===== config.mk =====
export PLATFORM = sky130hd
export DESIGN_NAME = systolic_skew_feeder
export DESIGN_NICKNAME = d
export VERILOG_FILES = /design/src/rtl/systolic_pkg.sv /design/src/rtl/skew_tile_buffer.sv /design/src/rtl/systolic_skew_feeder.sv
export SDC_FILE = /design/constraint.sdc
export NUM_CORES = 1
export LEC_CHECK = 0
export ABC_AREA = 1
export CAP_MARGIN = 10
export CORE_MARGIN = 2
export CORE_UTILIZATION = 45
export DETAILED_ROUTE_END_ITERATION = 12
export MAX_ROUTING_LAYER = met4
export PLACE_DENSITY = 0.67
export SYNTH_ARGS = -nofsm -noshare
export SYNTH_HDL_FRONTEND = slang
export SYNTH_SLANG_ARGS = --single-unit

===== constraint.sdc =====
create_clock -name clk -period 8.6 [get_ports clk]
set_clock_uncertainty 0.1 [all_clocks]
set_input_delay 1.72 -clock clk [delete_from_list [all_inputs] [get_ports clk]]
set_output_delay 1.72 -clock clk [all_outputs]
set_load 0.01 [all_outputs]

===== src/rtl/systolic_pkg.sv =====
// rtl/systolic_pkg.sv - shared constants, state encoding and lane helper for the systolic array front end
package systolic_pkg;

  localparam int SYS_N     = 32;
  localparam int SYS_K     = 4;
  localparam int SYS_DEPTH = 4;

  typedef logic [1:0] state_t;

  localparam state_t ST_LOAD   = 2'd0;
  localparam state_t ST_FULL   = 2'd1;
  localparam state_t ST_STREAM = 2'd2;

  function automatic int lane_lo(input int lane, input int width);
    return lane * width;
  endfunction

endpackage


===== src/rtl/skew_tile_buffer.sv =====
// rtl/skew_tile_buffer.sv - DEPTH x (K*N) tile store, one write port, one read port per lane
module skew_tile_buffer
  import systolic_pkg::*;
#(
  parameter int N     = SYS_N,
  parameter int K     = SYS_K,
  parameter int DEPTH = SYS_DEPTH,
  parameter int AW    = 2
) (
  input  logic            clk,
  input  logic            we,
  input  logic [AW-1:0]   waddr,
  input  logic [K*N-1:0]  wdata,
  input  logic [K*AW-1:0] raddr,
  output logic [K*N-1:0]  rdata
);

  logic [K*N-1:0] mem_q [DEPTH];

  always_ff @(posedge clk) begin
    if (we) begin
      mem_q[waddr] <= wdata;
    end
  end

  // Each lane reads only its own slice, from its own (skewed) row.
  for (genvar i = 0; i < K; i++) begin : g_rd
    assign rdata[lane_lo(i, N) +: N] = mem_q[raddr[i*AW +: AW]][lane_lo(i, N) +: N];
  end

endmodule


===== src/rtl/systolic_skew_feeder.sv =====
// rtl/systolic_skew_feeder.sv - tile buffer and diagonal skewer feeding one edge of the PE grid
module systolic_skew_feeder
  import systolic_pkg::*;
#(
  parameter int N     = SYS_N,
  parameter int K     = SYS_K,
  parameter int DEPTH = SYS_DEPTH
) (
  input  logic           clk,
  input  logic           clr,
  input  logic           in_valid,
  output logic           in_ready,
  input  logic [K*N-1:0] in_data,
  input  logic           start,
  output logic [K*N-1:0] out_data,
  output logic [K-1:0]   out_valid,
  output logic           busy,
  output logic           done
);

  localparam int CW = $clog2(DEPTH + 1);
  localparam int TW = $clog2(DEPTH + K);
  localparam int AW = (DEPTH > 1) ? $clog2(DEPTH) : 1;

  state_t         state_q, state_d;
  logic [CW-1:0]  count_q, count_d;
  logic [TW-1:0]  t_q, t_d;
  logic [K*N-1:0] data_q, data_d;
  logic [K-1:0]   valid_q, valid_d;
  logic           busy_q, busy_d;
  logic           done_q, done_d;

  logic           hs, streaming, last_step;
  logic [CW-1:0]  c_eff, c_cur;
  logic [TW-1:0]  t_cur;
  logic [AW-1:0]  waddr;
  logic [K*AW-1:0] raddr;
  logic [K*N-1:0] rdata, step_data;
  logic [K-1:0]   step_valid;

  assign in_ready  = (state_q == ST_LOAD) && (count_q < CW'(DEPTH));
  assign hs        = in_valid && in_ready;
  assign c_eff     = count_q + CW'(hs);
  assign streaming = (state_q == ST_STREAM);
  assign c_cur     = streaming ? count_q : c_eff;
  assign t_cur     = streaming ? t_q : '0;
  assign last_step = streaming && (t_q == TW'(count_q) + TW'(K - 1));
  assign waddr     = AW'(count_q);

  skew_tile_buffer #(.N(N), .K(K), .DEPTH(DEPTH), .AW(AW)) u_buf (
    .clk   (clk),
    .we    (hs),
    .waddr (waddr),
    .wdata (in_data),
    .raddr (raddr),
    .rdata (rdata)
  );

  // A vector written on the start edge is not yet in the store, so forward it.
  for (genvar i = 0; i < K; i++) begin : g_lane
    logic [TW:0] diff;
    logic        byp;
    assign diff          = {1'b0, t_cur} - (TW + 1)'(i);
    assign step_valid[i] = !diff[TW] && (diff[TW-1:0] < TW'(c_cur));
    assign raddr[i*AW +: AW] = step_valid[i] ? AW'(diff[TW-1:0]) : '0;
    assign byp           = hs && (raddr[i*AW +: AW] == waddr);
    assign step_data[lane_lo(i, N) +: N] = !step_valid[i] ? '0 :
                                           byp ? in_data[lane_lo(i, N) +: N] :
                                                 rdata[lane_lo(i, N) +: N];
  end

  always_comb begin
    state_d = state_q;
    count_d = count_q;
    t_d     = t_q;
    data_d  = data_q;
    valid_d = valid_q;
    busy_d  = busy_q;
    done_d  = 1'b0;
    if (streaming) begin
      if (last_step) begin
        state_d = ST_LOAD;
        count_d = '0;
        t_d     = '0;
        data_d  = '0;
        valid_d = '0;
        busy_d  = 1'b0;
        done_d  = 1'b1;
      end else begin
        data_d  = step_data;
        valid_d = step_valid;
        t_d     = t_q + TW'(1);
      end
    end else begin
      if (hs) begin
        count_d = c_eff;
        if (c_eff == CW'(DEPTH)) begin
          state_d = ST_FULL;
        end
      end
      if (start && (c_eff != '0)) begin
        state_d = ST_STREAM;
        count_d = c_eff;
        t_d     = TW'(1);
        data_d  = step_data;
        valid_d = step_valid;
        busy_d  = 1'b1;
      end
    end
  end

  always_ff @(posedge clk) begin
    if (clr) begin
      state_q <= ST_LOAD;
      count_q <= '0;
      t_q     <= '0;
      data_q  <= '0;
      valid_q <= '0;
      busy_q  <= 1'b0;
      done_q  <= 1'b0;
    end else begin
      state_q <= state_d;
      count_q <= count_d;
      t_q     <= t_d;
      data_q  <= data_d;
      valid_q <= valid_d;
      busy_q  <= busy_d;
      done_q  <= done_d;
    end
  end

  assign out_data  = data_q;
  assign out_valid = valid_q;
  assign busy      = busy_q;
  assign done      = done_q;

endmodule


==> impl_metrics.json <==
{
  "ctsRootBufferMaster": "clkbuf_16",
  "path_clk_slew_ns": 0.06,
  "setup_viol": 0,
  "p_sw_mw": 3.18,
  "yosys_warnings": 0,
  "final_cell_area_sq_um": 32800,
  "fin_setup_tns_ns": 0,
  "hold_path.class": "register to register",
  "synth.largest_area_cell": "edfxtp_1",
  "worstMarginPinSlew_ns": 1.22,
  "critical_path_arrival_ns": 6.90,
  "die_area_sq_um": 62500,
  "worstPathMaxFanout": 34,
  "final-max-slew-violation-count": 0,
  "ctsHoldBuffers": 0,
  "ys_types": 27,
  "ios": 267,
  "synthTopCellsByArea": "edfxtp_1 (57%), nand2_1 (11%), dfxtp_1 (10%)",
  "std_cell_rows": 90,
  "grt.overflow.total": 0,
  "die_h_microns": 250,
  "initial_utilization_pct": 45.3,
  "status": "complete, no violations",
  "p_int_mw": 6.33,
  "synth_area_sq_um": 27200,
  "critical_path_class": "input port to register",
  "period_needed_ns": 6.51,
  "critPathLaunchType": "input port",
  "p_per_area_nw_per_um2": 290,
  "dp.cells": 3534,
  "switching_share_pct": 33.4,
  "fin_crit_sh_pct": 75.7,
  "cts_sinks": 654,
  "num-fill-cells": 5026,
  "fin_nets": 2973,
  "rsz0062_at_grt": "no",
  "vdd_drop_max_mv": 0.197,
  "p_seq_share_pct": 42.1,
  "yosysSeqAreaShare_pct": 67.0,
  "drt-total-wl_microns": 72100,
  "cts_max_level": 3,
  "final_util_pct": 54.7,
  "area.growth.synth_to_final_pct": 20.6,
  "antenna_found_initial": 5,
  "grt_pass1_vias": 19936,
  "drc": 0,
  "ant_nets": 0,
  "max_slew_margin_pct": 18.6,
  "cp.required_ns": 8.99,
  "synth-seq-cells": 654,
  "syn_inst": 2621,
  "cts_setup_buffers": 0,
  "maxCapViolCount": 0,
  "end_kind": "register",
  "dpl_cell_area_sq_um": 30600,
  "vias": 20233,
  "cts_tree": "built",
  "clock.fmax_mhz": 154,
  "final_hold_viol_count": 0,
  "synth_fp_nets": 2771,
  "grtUsageTotal_pct": 23.4,
  "die_width_microns": 250,
  "gp_congestion": 0.841,
  "final_cells": 3663,
  "drive_above_1_share_pct": 6.47,
  "cts_buffers": 69,
  "grt_pass1_wl_microns": 112000,
  "wl_per_cell_microns": 19.7,
  "numPortBuffers": 266,
  "avgSynthCellArea_sq_um": 10.4,
  "power_frac_clock_pct": 30.8,
  "insertion_delay_ns": 0.59,
  "yosysTopAreaCellShare_pct": 56.5,
  "dr.pass1.iters": 5,
  "leakage_nw": 12.2,
  "routed_via_density": 5.52,
  "ctsResizeCount": 0,
  "hpwl_microns": 39800,
  "grt_max_degree": 108,
  "clock_path_buffers": 3,
  "power_frac_comb_pct": 27.1,
  "core-area_sq_um": 60000,
  "first_iter_violations": 1634
}
-- Yosys cell counts --
master	number
a31oi_4	1
inv_2	9
nand3_2	4
nor3_2	2
inv_1	122
o21ai_2	1
nand3_1	479
o21ai_0	5
nor2_1	15
edfxtp_1	512
nand2_2	5
dfxtp_1	142
nand4_1	132
nor2_4	2
buf_1	10
xor2_1	2
buf_2	47
a21oi_2	2
nor3_1	3
nand2_1	796
a21oi_1	143
nand3b_1	35
nor2_2	3
ha_1	18
a21o_1	2
clkbuf_1	125
xnor2_1	4
-- logic make-up after synthesis --
group	count (synthesis)	share of synthesized area, %
XOR/XNOR	6	0.193
flip-flops	654	67.0
AND/OR/NAND/NOR	1476	24.5
buffers and inverters	313	4.53
adder cells (fa/ha/maj)	18	0.828
AO/OA/AOI/OAI	154	2.95
-- registers in the layout (all words and copies together) (netlist names) --
name and flops:
state_q 2, busy 1, t_q 3, out_valid 4, u_buf.mem_q 512, count_q 3
done 1, out_data 128
-- worst paths after layout --
kind / from / to / slack, ns / depth (start not counted)
setup / recovery: in_valid / out_data[68] / 2.09 / 21
setup reg to reg: count_q[2] / out_data[68] / 2.67 / 21
hold reg to reg: out_data[21] / out_data[21] / 0.36 / 2
hold / removal: out_data[21] / out_data[21] / 0.36 / 2
-- layout make-up --
class / count / area [sq um] / area share (%)
flip-flops and latches: 654 / 18200 / 55.5
multi-input cells: 1654 / 7870 / 24.0
repair buffers: 313 / 3030 / 9.23
clock buffers: 94 / 1920 / 5.86
well taps: 782 / 978 / 2.98
inverters: 131 / 494 / 1.51
clock inverters: 30 / 302 / 0.919
diodes: 5 / 12.5 / 0.0381
-- power by group through the flow --
stage | clock [mW] | sequential (mW) | combinational [mW]
detailed placement | 0 | 4.06 | 2.58
CTS | 2.98 | 4.00 | 2.59
finish | 2.93 | 4.00 | 2.58
global route | 3.11 | 4.03 | 2.83
floorplan | 0 | 4.14 | 1.56
global placement | 0 | 4.05 | 2.53
-- worst max-delay path, cell delays in order --
cell             delay [ns]
clkdlybuf4s50_1        0.46
nand2_1                0.50
inv_1                  0.15
ha_1                   0.22
ha_1                   0.32
o21ai_0                0.53
ha_1                   0.35
nand3_1                0.09
nand2_1                0.07
nand2_2                0.07
nand3_2                0.07
buf_4                  0.31
inv_2                  0.10
nand2_1                0.05
nand2_1                0.07
buf_4                  0.37
nand2_1                0.70
buf_4                  0.44
nand2_1                0.08
nand3_1                0.06
a21oi_1                0.14
-- metal layers --
layer | share of wire, % | wire [microns] | vias to the layer above | GRT usage [%]
met2 | 49 | 35500 | 690 | 38.2
met5 | 0 | 0 | - | -
li1 | - | - | 9541 | -
met1 | 42 | 30500 | 9884 | 29.5
met4 | 2.5 | 1820 | 0 | 8.90
met3 | 5.9 | 4250 | 118 | 3.61
-- cell usage in the layout, fill, tap and decap left out, drive strengths merged --
master | Yosys | layout
a21o | 2 | 2
a21oi | 145 | 145
a31oi | 1 | 1
buf | 57 | 48
bufinv | 0 | 6
clkbuf | 125 | 94
clkdlybuf4s50 | 0 | 265
clkinv | 0 | 19
clkinvlp | 0 | 2
dfxtp | 142 | 142
diode | 0 | 5
edfxtp | 512 | 512
ha | 18 | 18
inv | 131 | 134
nand2 | 801 | 801
nand3 | 483 | 483
nand3b | 35 | 35
nand4 | 132 | 132
nor2 | 20 | 20
nor3 | 5 | 5
o21ai | 6 | 6
xnor2 | 4 | 4
xor2 | 2 | 2
-- metrics by stage --
| stage | total power [mW] | worst slack (ns) | hold WS (ns) |
|---|---|---|---|
| floorplan | 5.70 | 0.625 | 0.386 |
| global placement | 6.58 | 1.71 | 0.355 |
| detailed placement | 6.64 | 1.57 | 0.356 |
| CTS | 9.57 | 2.14 | 0.365 |
| global route | 9.97 | 1.69 | 0.379 |
| finish | 9.51 | 2.09 | 0.362 |
Power figures use the tool's default switching activity.
